**config.mk**
```make
export PLATFORM = sky130hd
export DESIGN_NAME = fpadd_display_driver
export DESIGN_NICKNAME = d
export VERILOG_FILES = /design/src/rtl/fpadd_disp_pkg.sv /design/src/rtl/hex_to_7seg.sv /design/src/rtl/fpadd_display_driver.sv
export SDC_FILE = /design/constraint.sdc
export NUM_CORES = 1
export LEC_CHECK = 0
export CORE_ASPECT_RATIO = 0.7
export CORE_MARGIN = 2
export CORE_UTILIZATION = 50
export CTS_BUF_LIST = sky130_fd_sc_hd__clkbuf_4 sky130_fd_sc_hd__clkbuf_8 sky130_fd_sc_hd__clkbuf_16
export CTS_CLUSTER_SIZE = 16
export DETAILED_ROUTE_END_ITERATION = 10
export MAX_ROUTING_LAYER = met4
export PLACE_DENSITY = 0.76
export SETUP_SLACK_MARGIN = 0.4
export SLEW_MARGIN = 25
export SYNTH_ARGS = -nofsm -noshare
export SYNTH_HDL_FRONTEND = slang
export SYNTH_SLANG_ARGS = --single-unit
```
**constraint.sdc**
```tcl
create_clock -name clk -period 2.56 [get_ports clk]
set_input_delay 0.512 -clock clk [delete_from_list [all_inputs] [get_ports clk]]
set_output_delay 0.512 -clock clk [all_outputs]
set_load 0.05 [all_outputs]
```
**src/rtl/fpadd_disp_pkg.sv**
```systemverilog
// -----------------------------------------------------------------------------
// fpadd_disp_pkg
// Shared definitions for the FP adder 7-segment display driver:
//   - state_e   : scan controller states (idle, first pass, looping)
//   - SEG_BLANK : all segments off (active-low)
//   - HEX_SEG   : nibble -> {a,b,c,d,e,f,g} active-low glyph table,
//                 lowercase glyphs for 'b' and 'd'
// -----------------------------------------------------------------------------
package fpadd_disp_pkg;

    typedef enum logic [1:0] {
        ST_IDLE  = 2'd0,
        ST_FIRST = 2'd1,
        ST_LOOP  = 2'd2
    } state_e;

    localparam logic [6:0] SEG_BLANK = 7'h7F;

    // Bit 6 is segment a, bit 0 is segment g; a 0 lights the segment.
    localparam logic [6:0] HEX_SEG [16] = '{
        7'h01, 7'h4F, 7'h12, 7'h06,   // 0 1 2 3
        7'h4C, 7'h24, 7'h20, 7'h0F,   // 4 5 6 7
        7'h00, 7'h04, 7'h08, 7'h60,   // 8 9 A b
        7'h31, 7'h42, 7'h30, 7'h38    // C d E F
    };

endpackage

```
**src/rtl/hex_to_7seg.sv**
```systemverilog
// -----------------------------------------------------------------------------
// hex_to_7seg
// Combinational nibble to 7-segment decoder.
// Ports:
//   nibble in  4  hex digit value
//   seg    out 7  {a,b,c,d,e,f,g}, active-low
// -----------------------------------------------------------------------------
module hex_to_7seg
    import fpadd_disp_pkg::*;
(
    input  logic [3:0] nibble,
    output logic [6:0] seg
);

    assign seg = HEX_SEG[nibble];

endmodule

```
**src/rtl/fpadd_display_driver.sv**
```systemverilog
// -----------------------------------------------------------------------------
// fpadd_display_driver
// Transmit side of the board 7-segment interface for the FP adder. A 32-bit
// sum is accepted over valid/ready, held, and scanned out one byte per page
// (MSB byte first) across two time-multiplexed hex digits. After the first
// full pass the pages keep cycling and a new word may be loaded.
// Ports:
//   clk, rst (sync, active-high)
//   res_valid/res_data/res_ready : load handshake for the 32-bit sum
//   busy                         : first pass over the current word running
//   an0, a0..g0, fp0             : digit 0 (low nibble), all active-low
//   an1, a1..g1, fp1             : digit 1 (high nibble), all active-low
// Build option: define PAGE_DP_EN to show the binary page index on the
// decimal points (fp1 = page[1], fp0 = page[0]); otherwise dots stay off.
// -----------------------------------------------------------------------------
module fpadd_display_driver
    import fpadd_disp_pkg::*;
#(
    parameter int REFRESH_CYCLES = 50000,
    parameter int PAGE_CYCLES    = 50000000
) (
    input  logic        clk,
    input  logic        rst,
    input  logic        res_valid,
    input  logic [31:0] res_data,
    output logic        res_ready,
    output logic        busy,
    output logic        an0,
    output logic        a0, b0, c0, d0, e0, f0, g0,
    output logic        fp0,
    output logic        an1,
    output logic        a1, b1, c1, d1, e1, f1, g1,
    output logic        fp1
);

    localparam int RW = (REFRESH_CYCLES > 1) ? $clog2(REFRESH_CYCLES) : 1;
    localparam int PW = (PAGE_CYCLES > 1) ? $clog2(PAGE_CYCLES) : 1;
    localparam logic [RW-1:0] REF_LAST  = RW'(REFRESH_CYCLES - 1);
    localparam logic [PW-1:0] PAGE_LAST = PW'(PAGE_CYCLES - 1);

    state_e          state_q, state_d;
    logic [31:0]     word_q, word_d;
    logic [1:0]      page_q, page_d;
    logic [RW-1:0]   ref_cnt_q, ref_cnt_d;
    logic [PW-1:0]   page_cnt_q, page_cnt_d;
    logic            sel_q, sel_d;
    logic            res_ready_q, res_ready_d;
    logic            busy_q, busy_d;
    logic            an0_q, an0_d, an1_q, an1_d;
    logic            fp0_q, fp0_d, fp1_q, fp1_d;
    logic [6:0]      seg0_q, seg0_d, seg1_q, seg1_d;

    logic            load;
    logic [7:0]      page_byte;
    logic [3:0]      nibble;
    logic [6:0]      seg_lit;

    assign load      = res_valid && res_ready_q;
    assign page_byte = word_q[{page_q, 3'b000} +: 8];
    assign nibble    = sel_q ? page_byte[7:4] : page_byte[3:0];

    hex_to_7seg u_hex (
        .nibble (nibble),
        .seg    (seg_lit)
    );

    // Scan controller: load, refresh/page counters and state transitions.
    // NOTE: every always_comb output gets a default first so no path leaves it
    // unassigned, which would otherwise infer a latch.
    always_comb begin
        state_d    = state_q;
        word_d     = word_q;
        page_d     = page_q;
        ref_cnt_d  = ref_cnt_q;
        page_cnt_d = page_cnt_q;
        sel_d      = sel_q;

        if (load) begin
            // A load restarts the scan even if a page wrap lands on this edge.
            state_d    = ST_FIRST;
            word_d     = res_data;
            page_d     = 2'd3;
            ref_cnt_d  = '0;
            page_cnt_d = '0;
            sel_d      = 1'b0;
        end else if (state_q != ST_IDLE) begin
            if (ref_cnt_q == REF_LAST) begin
                ref_cnt_d = '0;
                sel_d     = ~sel_q;
            end else begin
                ref_cnt_d = ref_cnt_q + 1'b1;
            end

            if (page_cnt_q == PAGE_LAST) begin
                page_cnt_d = '0;
                page_d     = page_q - 2'd1;   // 0 wraps to 3
                if (state_q == ST_FIRST && page_q == 2'd0) begin
                    state_d = ST_LOOP;
                end
            end else begin
                page_cnt_d = page_cnt_q + 1'b1;
            end
        end

        // Handshake flags track the next state so res_ready never admits a
        // second load during the first pass.
        res_ready_d = (state_d != ST_FIRST);
        busy_d      = (state_d == ST_FIRST);
    end

    // Pin drivers: derived from the current state, so pins lag it by 1 clk.
    always_comb begin
        an0_d  = 1'b1;
        an1_d  = 1'b1;
        seg0_d = SEG_BLANK;
        seg1_d = SEG_BLANK;
        fp0_d  = 1'b1;
        fp1_d  = 1'b1;

        if (state_q != ST_IDLE) begin
            if (sel_q) begin
                an1_d  = 1'b0;
                seg1_d = seg_lit;
`ifdef PAGE_DP_EN
                fp1_d  = ~page_q[1];
`endif
            end else begin
                an0_d  = 1'b0;
                seg0_d = seg_lit;
`ifdef PAGE_DP_EN
                fp0_d  = ~page_q[0];
`endif
            end
        end
    end

    // NOTE: sequential state uses non-blocking assignments so every flop
    // samples its _d value from before the edge, independent of statement order.
    always_ff @(posedge clk) begin
        if (rst) begin
            state_q     <= ST_IDLE;
            word_q      <= '0;
            page_q      <= 2'd3;
            ref_cnt_q   <= '0;
            page_cnt_q  <= '0;
            sel_q       <= 1'b0;
            res_ready_q <= 1'b1;
            busy_q      <= 1'b0;
            an0_q       <= 1'b1;
            an1_q       <= 1'b1;
            seg0_q      <= SEG_BLANK;
            seg1_q      <= SEG_BLANK;
            fp0_q       <= 1'b1;
            fp1_q       <= 1'b1;
        end else begin
            state_q     <= state_d;
            word_q      <= word_d;
            page_q      <= page_d;
            ref_cnt_q   <= ref_cnt_d;
            page_cnt_q  <= page_cnt_d;
            sel_q       <= sel_d;
            res_ready_q <= res_ready_d;
            busy_q      <= busy_d;
            an0_q       <= an0_d;
            an1_q       <= an1_d;
            seg0_q      <= seg0_d;
            seg1_q      <= seg1_d;
            fp0_q       <= fp0_d;
            fp1_q       <= fp1_d;
        end
    end

    assign res_ready                  = res_ready_q;
    assign busy                       = busy_q;
    assign an0                        = an0_q;
    assign an1                        = an1_q;
    assign {a0, b0, c0, d0, e0, f0, g0} = seg0_q;
    assign {a1, b1, c1, d1, e1, f1, g1} = seg1_q;
    assign fp0                        = fp0_q;
    assign fp1                        = fp1_q;

endmodule

```
==> results.json <==
{
  "slew_violations": 0,
  "relSlewSlack": 0.590,
  "drive_gt1_frac": 0.131,
  "cp.required_ns": 2.85,
  "pin_count": 55,
  "synth_edf_count": 0,
  "leakage_nw": 1.96,
  "place.gp.congestion": 0.893,
  "die_w_um": 115,
  "design_area_um2": 5440,
  "cts_sinks": 97,
  "timing.fmax_ghz": 0.470,
  "grt_pass1_vias": 3188,
  "fin_crit_ns": 2.13,
  "antenna_cells": 0,
  "cts_hold_buf": 0,
  "placementRows": 28,
  "maxCapViolations": 0,
  "finalHoldViolations": 0,
  "rsz0062_at_grt": "true",
  "crit_arrival_ns": 2.42,
  "tightest_slew_ns": 0.612,
  "start_util": 0.512,
  "clk_pin_slew_worst_paths_ns": 0.07,
  "antenna_left": 0,
  "dp.cells": 634,
  "synth_top_cell_by_area": "dfxtp_1",
  "endpoint_kind": "register",
  "clock_skew_ns": 0.00581,
  "holdWs_ns": 0.457,
  "vias": 3617,
  "die_area_um2": 9340,
  "wirelength_um": 9950,
  "grt_max_degree": 36,
  "syn_area_um2": 4290,
  "p_per_area_nw_per_um2": 627,
  "wire_per_inst_um": 15.2,
  "worstSetupStartpointType": "register",
  "clockBufferDepth": 2,
  "final_cells": 656,
  "syn_avg_cell_area_um2": 8.77,
  "setup_viol": 0,
  "synthArstFlopShare": 0,
  "syn2layout_area_growth_pct": 26.8,
  "synthCells": 489,
  "viasPerCell": 5.51,
  "yosysTopAreaCellShare": 0.453,
  "dieHeight_um": 81.5,
  "grt_antenna_before_repair": 0,
  "cts_tree": "built",
  "place_hpwl_um": 6980,
  "ir_worst_vdd_mv": 0.340,
  "reg2reg_setup_slack_ns": 0.43,
  "drc": 0,
  "clock_latency_ns": 0.35,
  "path_max_fanout": 6,
  "period_share": 0.831,
  "overflow": 0,
  "h-tree-depth": 3,
  "yosysMostFrequentCell": "nand2_1",
  "yosys_most_used_dff": "dfxtp_1",
  "ys_warn_count": 0,
  "synthTopCellsByCount": "nand2_1 (98), dfxtp_1 (97), nor2_1 (57), a21oi_1 (39), xor2_1 (26)",
  "drt_iter0_drc": 219,
  "synth_area_leaders": "dfxtp_1 (45%), nand2_1 (8.6%), xor2_1 (5.3%)",
  "track_usage": 0.221,
  "grt_pass1_wl_um": 15500,
  "post_dp_cell_area_um2": 4940,
  "hold_class": "reg2reg",
  "portBuffers": 52,
  "synth_seq_cells": 97,
  "fin_tns_setup_ns": 0,
  "first_pass_iters": 5,
  "status": "finished clean",
  "nNetsFinal": 590,
  "cts_root_buf": "clkbuf_16",
  "crit_type": "reg2reg",
  "ys_types": 62,
  "fillCellCount": 641,
  "synth_seq_area_share": 0.453,
  "core_area_um2": 8370,
  "numCtsBuffers": 9
}
## layout make-up
class                           count  area (um^2)  share of cell area
Multi-Input combinational cell    359         2340               0.430
Sequential cell                    97         1950               0.358
Timing Repair Buffer               67          641               0.118
Clock buffer                       12          260              0.0479
Tap cell                          105          131              0.0242
Clock inverter                      4         73.8              0.0136
Inverter                           12         45.0             0.00829
## routing by layer
metal  share of wire  track usage  up-vias
li1                -            -     1782
met3           0.058       0.0701       15
met5               0            -        -
met4           0.013       0.0793        0
met2            0.43        0.302      111
met1            0.50        0.307     1709
## state kept, by name, indices dropped and copies added (netlist names)
name	cells
an0	1
an1	1
busy	1
page_cnt_q	26
page_q	2
ref_cnt_q	16
res_ready	1
seg0_q	7
seg1_q	7
sel_q	1
state_q	2
word_q	32
## timing repair
item                       4_1_cts  5_1_grt
cloned                           0        0
pin swaps                        0        9
resized for setup                4       21
setup buffers                    2        4
setup endpoints to repair        7       30
## power breakdown
part | switching, mW | internal, mW | total [mW] | leakage (nW)
clock | 0.561 | 0.922 | 1.48 | 0.167
combinational | 0.198 | 0.146 | 0.344 | 1.00
sequential | 0.0283 | 1.55 | 1.58 | 0.789
## layout by cell type (no fill, tap or decap), drive strengths merged, types with 3 or more instances in the layout
master,count
nand3,13
xnor2,15
clkbuf,12
nor4,6
and3,4
inv,13
a21oi,40
and2,3
nor2,57
nor3,11
mux2,4
buf,15
xor2,26
nand2,99
mux2i,5
clkdlybuf4s50,52
dfxtp,97
nand4,13
o21ai,4
ha,9
or3,4
o211ai,6
mux4,6
## stage by stage
stage | utilization | worst slack [ns] | power (mW)
floorplan | - | 0.405 | 1.81
global placement | 0.590 | 0.373 | 1.92
detailed placement | 0.590 | 0.275 | 1.93
CTS | 0.632 | 0.402 | 3.40
global route | 0.649 | 0.354 | 3.53
finish | 0.649 | 0.432 | 3.41
## critical path: stages, from the launching register on
cell     delay, ns
dfxtp_4       0.40
mux4_2        0.54
mux2i_4       0.21
buf_4         0.14
buf_4         0.14
ha_1          0.22
nand2_1       0.09
a21oi_2       0.18
a211o_1       0.15
## final timing paths
path	from	to	cells past startpoint
max	page_q[0]	seg1_q[0]	8
min	word_q[0]	word_q[0]	2
max reg2reg	page_q[0]	seg1_q[0]	8
min reg2reg	word_q[0]	word_q[0]	2
## cells by family (layout without fill, tap and decap cells)
kind of cell | count (synthesis) | in the layout | synth area share
AND/OR/NAND/NOR | 223 | 223 | 0.243
flip-flops | 97 | 97 | 0.453
AO/OA/AOI/OAI | 69 | 69 | 0.101
XOR/XNOR | 41 | 41 | 0.0838
buffers and inverters | 34 | 95 | 0.0341
multiplexers | 15 | 15 | 0.0581
adder cells (fa/ha/maj) | 9 | 9 | 0.0263
other | 1 | 2 | 0.000875
No activity file was read; power rests on OpenSTA's default activity.
